<file path="src/rtl/dbg_cmd_ctrl.sv">
// Debugger command sequencer: parses host bytes from the UART, gates the DUT
// clock enable (step / run / halt) and streams a probe snapshot back.
module dbg_cmd_ctrl #(
  parameter int unsigned PROBE_BYTES = 4,
  parameter logic [7:0]  ACK_BYTE    = 8'hA5,
  parameter logic [7:0]  NAK_BYTE    = 8'hEE
) (
  input  logic                     iCE_CLK,
  input  logic                     RST_N,
  input  logic [7:0]               RX_BYTE,
  input  logic                     RX_VALID,
  input  logic                     TX_BUSY,
  output logic [7:0]               TX_BYTE,
  output logic                     TX_START,
  input  logic [8*PROBE_BYTES-1:0] PROBE,
  output logic                     DUT_CE,
  output logic                     RUNNING,
  output logic                     ERR
);

  localparam int unsigned IW = (PROBE_BYTES > 1) ? $clog2(PROBE_BYTES) : 1;

  typedef enum logic [2:0] {
    S_IDLE, S_ARG_HI, S_ARG_LO, S_STEP, S_RUN, S_SEND, S_TX_GUARD, S_TX_WAIT
  } state_t;

  state_t                   state_q;
  logic [15:0]              cnt_q;
  logic [8*PROBE_BYTES-1:0] snap_q;
  logic [IW-1:0]            idx_q;
  logic                     rd_q;
  logic [7:0]               reply_q;
  logic [7:0]               tx_byte_q;
  logic                     tx_start_q;
  logic                     dut_ce_q;
  logic                     running_q;
  logic                     err_q;
  logic [7:0]               rd_byte;

  assign TX_BYTE  = tx_byte_q;
  assign TX_START = tx_start_q;
  assign DUT_CE   = dut_ce_q;
  assign RUNNING  = running_q;
  assign ERR      = err_q;

  always_comb begin
    rd_byte = '0;
    for (int unsigned i = 0; i < PROBE_BYTES; i++) begin
      if (idx_q == IW'(i)) rd_byte = snap_q[i*8 +: 8];
    end
  end

  always_ff @(posedge iCE_CLK or negedge RST_N) begin
    if (!RST_N) begin
      state_q    <= S_IDLE;
      cnt_q      <= '0;
      snap_q     <= '0;
      idx_q      <= '0;
      rd_q       <= 1'b0;
      reply_q    <= '0;
      tx_byte_q  <= '0;
      tx_start_q <= 1'b0;
      dut_ce_q   <= 1'b0;
      running_q  <= 1'b0;
      err_q      <= 1'b0;
    end else begin
      tx_start_q <= 1'b0;
      case (state_q)
        S_IDLE: begin
          if (RX_VALID) begin
            case (RX_BYTE)
              8'h01: state_q <= S_ARG_HI;
              8'h02: begin
                state_q   <= S_RUN;
                dut_ce_q  <= 1'b1;
                running_q <= 1'b1;
              end
              8'h03: begin
                reply_q <= ACK_BYTE;
                rd_q    <= 1'b0;
                state_q <= S_SEND;
              end
              8'h04: begin
                snap_q  <= PROBE;
                idx_q   <= '0;
                rd_q    <= 1'b1;
                state_q <= S_SEND;
              end
              default: begin
                err_q   <= 1'b1;
                reply_q <= NAK_BYTE;
                rd_q    <= 1'b0;
                state_q <= S_SEND;
              end
            endcase
          end
        end
        S_ARG_HI: begin
          if (RX_VALID) begin
            cnt_q[15:8] <= RX_BYTE;
            state_q     <= S_ARG_LO;
          end
        end
        S_ARG_LO: begin
          if (RX_VALID) begin
            cnt_q[7:0] <= RX_BYTE;
            reply_q    <= ACK_BYTE;
            rd_q       <= 1'b0;
            if ({cnt_q[15:8], RX_BYTE} == 16'd0) begin
              state_q <= S_SEND;
            end else begin
              state_q  <= S_STEP;
              dut_ce_q <= 1'b1;
            end
          end
        end
        S_STEP: begin
          if (RX_VALID) err_q <= 1'b1;
          // The cycle holding count 1 is the last enabled one.
          if (cnt_q == 16'd1) begin
            cnt_q    <= '0;
            dut_ce_q <= 1'b0;
            state_q  <= S_SEND;
          end else begin
            cnt_q <= cnt_q - 16'd1;
          end
        end
        S_RUN: begin
          if (RX_VALID) begin
            if (RX_BYTE == 8'h03) begin
              dut_ce_q  <= 1'b0;
              running_q <= 1'b0;
              reply_q   <= ACK_BYTE;
              rd_q      <= 1'b0;
              state_q   <= S_SEND;
            end else begin
              err_q <= 1'b1;
            end
          end
        end
        S_SEND: begin
          if (RX_VALID) err_q <= 1'b1;
          if (!TX_BUSY) begin
            tx_byte_q  <= rd_q ? rd_byte : reply_q;
            tx_start_q <= 1'b1;
            state_q    <= S_TX_GUARD;
          end
        end
        S_TX_GUARD: begin
          if (RX_VALID) err_q <= 1'b1;
          state_q <= S_TX_WAIT;
        end
        S_TX_WAIT: begin
          if (RX_VALID) err_q <= 1'b1;
          if (!TX_BUSY) begin
            if (rd_q && (idx_q != IW'(PROBE_BYTES - 1))) begin
              idx_q   <= idx_q + 1'b1;
              state_q <= S_SEND;
            end else begin
              state_q <= S_IDLE;
            end
          end
        end
        default: state_q <= S_IDLE;
      endcase
    end
  end

endmodule

</file>
<file path="config.mk">
export PLATFORM = sky130hd
export DESIGN_NAME = dbg_cmd_ctrl
export DESIGN_NICKNAME = d
export VERILOG_FILES = /design/src/rtl/dbg_cmd_ctrl.sv
export SDC_FILE = /design/constraint.sdc
export NUM_CORES = 1
export LEC_CHECK = 0
export ABC_CLOCK_PERIOD_IN_PS = 1820
export CAP_MARGIN = 10
export CELL_PAD_IN_SITES_DETAIL_PLACEMENT = 0
export CELL_PAD_IN_SITES_GLOBAL_PLACEMENT = 1
export CORE_ASPECT_RATIO = 0.7
export CORE_UTILIZATION = 38
export CTS_CLUSTER_DIAMETER = 80
export DETAILED_ROUTE_END_ITERATION = 7
export MAX_ROUTING_LAYER = met4
export PLACE_DENSITY = 0.87
export SYNTH_ARGS = -nofsm -noshare
export SYNTH_HDL_FRONTEND = slang
export SYNTH_SLANG_ARGS = --single-unit
</file>
<file path="constraint.sdc">
create_clock -name iCE_CLK -period 1.82 [get_ports iCE_CLK]
set_input_delay 0.182 -clock iCE_CLK [delete_from_list [all_inputs] [get_ports iCE_CLK]]
set_output_delay 0.182 -clock iCE_CLK [all_outputs]
set_load 0.03 [all_outputs]
</file>
* Word-level counts from Yosys, hierarchy flattened *
Cells that the tools add are included.

cells by class
  $add $sub $neg = 2
  equality and inequality tests = 33
  muxes and demuxes = 53
  bitwise logic cells = 1
  reduce and logical (&&, ||, !) cells = 26

operators with widths
  cell                     number
  $mux W8                  10
  $pmux W8 S2              3
  $mux W3                  10
  $ne A2 B2 Y1 const B     15
  $pmux W3 S8              1
  $pmux W8 S3              1
  $reduce_and A6 Y1        3
  $eq A16 B1 Y1 const B    1
  $eq A8 B2 Y1 const B     2
  $logic_not A16 Y1        1
  $mux W1                  16
  $mux W16                 1
  $reduce_and A8 Y1        2
  $sub A16 B1 Y16 const B  1
  $eq A3 B3 Y1 const B     4
  $reduce_and A5 Y1        2
  $eq A8 B1 Y1 const B     1
  $eq A8 B3 Y1 const B     1
  $mux W2                  4
  $reduce_bool A2 Y1       4
  $reduce_or A4 Y1         2
  $eq A3 B2 Y1 const B     2
  $ne A2 B1 Y1 const B     3
  $pmux W1 S3              2
  other kinds (18)         23

storage, ports and cells
  flip-flop bits (word level) = 74
  output and inout port bits = 12

* Longest topological paths before layout *
Gate-level depths: netlist (run 1).

  word-level depth = 6
  gate-level depth with buffers = 9
  depth with buffers taken out = 7

* Worst setup path before layout (run 1) *
Ideal clock, no wire load.

  kind = register to register
  from = reg cnt_q[1]
  to = reg cnt_q[7]
  arrival = 1765 ps
  data required time = 1699 ps
  setup slack = -66 ps
  cell stages (with the launch flop) = 9
  buffers on the path = 1
  path through = dfrtp_1 > inv_1 > ha_1 > nor4b_1 > nand4_2 > and2_4 > buf_6 > a32o_1 > a22o_1

on the way
  longest elaborated chain between the ends = 3
  elaborated cells on any way between the ends = 4
  classes of those cells = 1 x add/sub; 1 x eq/ne; 2 x mux

ends and longest elaborated chain
  what                                              line      source
  from (decl)                                       28        logic [15:0] cnt_q;
  from (signal assigned)                            125       cnt_q <= cnt_q - 16'd1;
  $sub A16 B1 Y16 or $eq A16 B1 Y1 (tied branches)  125, 120
  $mux W16 *                                        120       if (cnt_q == 16'd1) begin
  $pmux W8 S2 *                                     68        case (state_q)

Mark *: on every way between the ends. The rest lies on a longest branch, timed or not.
A chain may end at the register's enable or synchronous reset.

* Worst setup path in the final report (run 1) *
Ends and elaborated chain as after synthesis.

==> results of run 1 <==
stage by stage:
stage	hold slack, ns	cell area [sq um]
final	0.302	5600
after detailed placement	0.158	4970
after global placement	0.147	4970
after global routing	0.352	5600
after floorplan	-0.114	3780
after CTS	0.333	5420
metal layers:
layer	vias to the layer above	GRT usage, %	part of all wire (%)
met2	127	31.0	44
met3	11	4.23	6.8
met1	1705	34.1	48
li1	1641	-	-
met5	-	-	0
met4	0	6.29	0.76
report_power, final:
group | leakage (nW) | switching (mW) | internal (mW)
Combinational | 1.49 | 1.72 | 1.68
Sequential | 0.882 | 0.311 | 1.87
Clock | 0.142 | 0.697 | 1.11
Total | 2.52 | 2.73 | 4.66
critical path, cell delays in order (launching register included):
cell     delay, ns
dfrtp_1       0.39
inv_2         0.10
ha_4          0.13
nor4b_4       0.28
nand4_4       0.20
and2_4        0.21
a32o_1        0.25
a22o_1        0.20
final cells by class:
cell class              instances  area share, %
clock buffers                  10           4.27
multi-input cells             268           37.1
well taps                     128           2.86
clock inverters                 6           1.25
inverters                      13          0.916
flip-flops and latches         69           30.8
repair buffers                139           22.8
layout by cell type, fill, tap and decap left out, types with 3 or more instances in the layout:
master	netlist	layout
clkdlybuf4s50_1	0	52
nor3_1	15	14
buf_12	0	5
inv_1	13	11
dfrtp_1	69	69
clkinvlp_4	0	3
o21ai_1	1	4
a22o_1	5	5
mux2_2	32	32
o21ai_0	27	23
and2_1	5	5
clkbuf_16	0	9
nand2b_1	6	5
a21oi_1	20	19
nor2b_1	11	10
or3_1	7	7
o31ai_1	4	3
a211oi_1	4	3
o211ai_1	3	3
nor2_1	19	17
a221oi_2	0	6
a31oi_1	4	3
ha_1	6	3
buf_4	2	70
nand2_1	24	23
buf_6	2	8
nand3_1	9	7
flip-flops by register name, summed over array words and instances (netlist names):
name	count
idx_q	2
DUT_CE	1
reply_q	3
RUNNING	1
state_q	3
TX_BYTE	8
cnt_q	16
TX_START	1
ERR	1
snap_q	32
rd_q	1
kinds of logic after synthesis:
family          after synthesis  synth area share (%)
simple gates                119                  17.8
compound gates              106                  19.0
flops                        69                  45.7
buf+inv                      36                  4.70
mux                          35                  10.4
fa+ha+maj                     6                  1.99
xor+xnor                      2                 0.464
path summary, 6_finish.rpt:
kind                                           to              startpoint
hold / removal               cnt_q[3]$_DFFE_PN0P_              RX_BYTE[3]
max in group asynchronous  snap_q[24]$_DFFE_PN0P_                   RST_N
hold reg to reg            reply_q[5]$_DFFE_PN0P_  reply_q[5]$_DFFE_PN0P_
min in group asynchronous  snap_q[29]$_DFFE_PN0P_                   RST_N
setup / recovery             cnt_q[7]$_DFFE_PN0P_    cnt_q[1]$_DFFE_PN0P_
setup reg to reg             cnt_q[7]$_DFFE_PN0P_    cnt_q[1]$_DFFE_PN0P_
what timing repair did:
action | CTS | global route
endpoints found under the hold margin | 17 | 0
hold buffers | 1 | 0
gates cloned | 1 | 0
setup buffers | 4 | 5
resized for setup | 21 | 33
pin swaps | 14 | 18
setup endpoints to repair | 18 | 25
==> impl_results.md, run 1 <==
* Synth unique cells at 66
* Synth area leader: dfrtp_1
* Routed via count at 3484
* Nets at 550
* Max VDD drop at 518 uV
* Filler cells at 800
* CTS buffer count at 9
* Max Cap Viol at 0
* Ports at 56
* Vias in the first global route at 3193
* Leak Pwr at around 2.5 nW
* Top cells by count, synth: dfrtp_1, mux2_2, o21ai_0
* Clk Latency, worst-skew pair at 0.34 ns
* WP data required at 2.05 ns
* Syn Inst Count at 373
* Hold Crit Class: in -> reg
* Highest clock rate at about 0.53 GHz
* Failing checks: design-rule violations, negative setup slack
* Detailed Routing Iterations Pass 1 at 7
* Post-DP HPWL at 7940 um
* Status: finished, violations left
* Largest net degree at the start of global routing at 37
* Antenna-violating nets left at 0
* Final core occ at ~58%
* Core ar. at approximately 0.0097 sq mm
* Measured slew at the worst slew-check pin at about 0.47 ns
* CTS tree: done
* Cell total after placement at 608
* Count of flip-flops with a built-in enable after synthesis at 0
* Max FO, Critical Path at 5
* Synth top area cells: dfrtp_1, mux2_2, o21ai_0
* CP endpoint kind: register
* Yosys reg bits at slightly below 70
* Crit Path Category: reg -> reg
* Startpoint Class: register
* Arr. time, crit path at 2.10 ns
* Die width at 121 um
* Routability cong. at approximately 0.96
* Crit path time final at 1.87 ns
* Fin cells at 633
* Clk sinks at between 60 and 70
* Final setup margin at -0.0505 ns
* Overflow after GRT at 0
* GRT Resource Usage Total at a little under a quarter
* Clock skew at 0.00732 ns
* Async set-reset flop share out of synthesis at 100%
* Vias per inst at 5.50
* Reg2reg setup slack at -0.05 ns
* Area growth, synth to finish at 48.3%
* Fin crit share at 103%
* RSZ-0062 raised after global routing: true
* Syn Area/Cell at 10.1 sq um
* CTS clk-pin slew, worst paths at 0.06 ns
* Root Driver: clkbuf_16
* Post-Syn Nets at 423
* Antenna violations before repair at 0
* Mapped Area at about 0.0038 sq mm
* Drt wl/cell at approximately 18 um
* Synth warnings at 0
* Synth Flop Type: dfrtp_1
* Starting Density at 39.0%
* Die area at roughly 0.010 sq mm
* Most frequent cell after synthesis: dfrtp_1
* CTS H-tree lvls at 3
* First-pass GRT wire length at between 15000 and 20000 um
* Tot Pwr at 7.39 mW
* WL final at 11200 um
* Setup TNS at -0.194 ns
* Max-slew violation count at 0
* Pwr Density at around 1300 mW/mm^2
* Multi-input gate area at 0.00208 sq mm
* Hold Path Depth at 3
* Antenna cells at 0
* Reg area at 0.00173 sq mm
* Port Buf Inserts at 55
* Share of cells above drive strength 1 at 34.7%
* Max-slew headroom at between 60% and 70%
* Die Y at 85.4 um
* Setup violations, final at 6
* Row cnt at 30
* Share of the synthesized area in the top cell type at 45.7%
* Final hold violations at 0
* Residual DRC at 3
* Reg2reg path depth at 7
* Sequential area share after synthesis at 45.7%
* Number of DRC markers in iteration 0 at between 300 and 400
* Dpl ws at -0.341 ns
* Max Root-Sink Buffers at 2
Note: power is estimated with default switching activity, not from simulation.
==> run 2, diff against run 1 <==
--- a/config.mk
+++ b/config.mk
@@ -13,8 +13,9 @@
 export CORE_UTILIZATION = 38
 export CTS_CLUSTER_DIAMETER = 80
 export DETAILED_ROUTE_END_ITERATION = 7
-export MAX_ROUTING_LAYER = met4
+export HOLD_SLACK_MARGIN = 0.1
 export PLACE_DENSITY = 0.87
 export SYNTH_ARGS = -nofsm -noshare
 export SYNTH_HDL_FRONTEND = slang
 export SYNTH_SLANG_ARGS = --single-unit
+export TNS_END_PERCENT = 10
==> run 2 against run 1 <==
Against the previous run: the run still ends with design-rule violations, negative setup slack left; non-clock buffer count is 2 lower; routed wire length is 1.8% lower; highest routed layer unchanged; fmax is 1.1% higher; via count is 0.34% lower; cell count is 0.32% lower.
==> impl_results.md, run 2 (synthesis gave the netlist of run 1 again) <==
* RR Startpoint: cnt_q[1]$_DFFE_PN0P_
* Comb pwr share at between 40 and 50%
* Vias per inst at around 5.5
* Core ar. at 0.00968 sq mm
* Reg2reg path depth at 8
* Measured slew at the worst slew-check pin at about 0.47 ns
* Slowest-stage cell, CP: dfrtp_1
* Number of DRC markers in iteration 0 at 207
* Clock skew at 0.00678 ns
* Port Buf Inserts at 55
* Arr. time, crit path at 2.06 ns
* Residual DRC at 1
* Fin cells at 631
* Largest net degree at the start of global routing at 35
* Met1 Usage GRT at 33.4%
* GRT Resource Usage Total at 21.9%
* Fin crit share at 102%
* Row cnt at 30
* Detailed Routing Iterations Pass 1 at 8
* RSZ-0062 raised after global routing: true
* Antenna violations before repair at 0
* Antenna-violating nets left at 0
* Max Cap Viol at 0
* CTS buffer count at 9
* Highest clock rate at 0.541 GHz
* Worst-path cell chain: inv_2 > ha_1 > nor4b_4 > nand4_4 > nand2_2 > buf_4 > o21ai_1 > a221o_1
* Final hold violations at 0
* First-pass GRT wire length at 17300 um
* Area growth, synth to finish at 45.5%
* Startpoint Class: register
* CTS H-tree lvls at 3
* Max-slew violation count at 0
* Max-slew headroom at 68.5%
* Max Root-Sink Buffers at 2
* Pwr Density at 1310 mW/mm^2
* Crit path time final at ~1.8 ns
* Starting Density at 39.0%
* Dpl ws at -0.329 ns
* Reg area at roughly 0.0017 sq mm
* Setup violations, final at 3
* Ports at 56
* Most frequent cells in the layout: buf_4, dfrtp_1, clkdlybuf4s50_1
* Antenna cells at 0
* Seq pwr share at around 30%
* Max FO, Critical Path at 4
* Fraction of power spent switching nets at 36.8%
* Clock power share at 25.3%
* Sw Pwr at between 2 and 3 mW
* Most used routing layer: met1
* WL final at 11000 um
* GR Util met3 at 4.50%
* Met2 Resource Use GR at a little under a third
* Max stage delay on crit path at 0.39 ns
* FF-to-FF End: cnt_q[15]$_DFFE_PN0P_
* Share of cells above drive strength 1 at between 30% and 40%
* Routed via count at between 3000 and 4000
* Max VDD drop at 486 uV
* CP endpoint kind: register
* Final setup margin at -0.0293 ns
* Tot Pwr at 7.19 mW
* Die Y at 85.4 um
* Clk Latency, worst-skew pair at 0.33 ns
* Filler cells at 821
* Internal Power at 4.54 mW
* Leak Pwr at 2.48 nW
* Most common cell after layout, fill and taps aside: buf_4
* Hold Crit Class: in -> async
* WP data required at 2.03 ns
* Largest register by flop count: snap_q
* Root Driver: clkbuf_16
* Die width at 121 um
* Vias in the first global route at 3404
* Drt wl/cell at 17.5 um
* Cell total after placement at 612
* Nets at ~550
* Status: finished, violations left
* Crit Path Category: reg -> reg
* Clk sinks at 69
* CTS clk-pin slew, worst paths at 0.06 ns
* Reg2reg setup slack at -0.03 ns
* Routability cong. at 0.969
* Overflow after GRT at 0
* Post-DP HPWL at about 7900 um
* Multi-input gate area at 0.00202 sq mm
* Hold WS at 0.332 ns
* Max reg flops at 32
* CTS tree: done
* Failing checks: design-rule violations, negative setup slack
* Die area at ~0.010 sq mm
-- run 2: worst max path at each step --
| stage | start | end |
|---|---|---|
| floorplan | cnt_q[12]$_DFFE_PN0P_ | cnt_q[7]$_DFFE_PN0P_ |
| CTS | cnt_q[1]$_DFFE_PN0P_ | cnt_q[7]$_DFFE_PN0P_ |
| global route | cnt_q[8]$_DFFE_PN0P_ | cnt_q[14]$_DFFE_PN0P_ |
| finish | cnt_q[1]$_DFFE_PN0P_ | cnt_q[15]$_DFFE_PN0P_ |
| detailed placement | RX_BYTE[2] | reply_q[0]$_DFFE_PN0P_ |
| global placement | RX_BYTE[2] | reply_q[0]$_DFFE_PN0P_ |
-- run 2: routing by layer --
| layer | vias up | part of all wire, % |
|---|---|---|
| met4 | 0 | 0.37 |
| li1 | 1634 | - |
| met1 | 1730 | 50 |
| met3 | 6 | 4.6 |
| met2 | 102 | 45 |
| met5 | - | 0 |
-- run 2: what timing repair did --
action | 4_1_cts | 5_1_grt
setup endpoints to repair | 16 | 31
pin swaps | 8 | 7
setup buffers | 3 | 0
resized for setup | 13 | 19
endpoints found under the hold margin | 17 | 0
hold buffers | 1 | 0
-- run 2: layout make-up --
type / instances / share of cell area [%]
multi-input combinational: 268 / 36.8
clock buffer: 10 / 4.35
clock inverter: 6 / 1.27
sequential: 69 / 31.4
tap: 128 / 2.91
timing repair buffer: 137 / 22.3
inverter: 13 / 0.933
-- run 2: power by group through the flow --
stage / Sequential (mW) / Combinational, mW / Clock [mW]
final: 2.15 / 3.22 / 1.82
after global routing: 2.19 / 3.47 / 1.89
after CTS: 2.15 / 3.12 / 1.83
after detailed placement: 2.15 / 2.96 / 0
after global placement: 2.14 / 2.90 / 0
after floorplan: 2.32 / 1.45 / 0
-- run 2: through the flow --
stage / util [%] / area, sq um / TNS (ns)
finish: 56.8 / 5500 / -0.0653
CTS: 55.8 / 5400 / -0.0318
global placement: 51.7 / 5000 / -8.90
global route: 56.8 / 5500 / -0.971
floorplan: - / 3780 / 0
detailed placement: 51.7 / 5000 / -9.24
-- run 2: worst max-delay path, delay by kind of cell, from the launching register on --
| kind | cells | cell delay, ns |
|---|---|---|
| compound gates | 2 | 0.40 |
| fa+ha+maj | 1 | 0.13 |
| buf+inv | 2 | 0.19 |
| flops | 1 | 0.39 |
| simple gates | 3 | 0.61 |
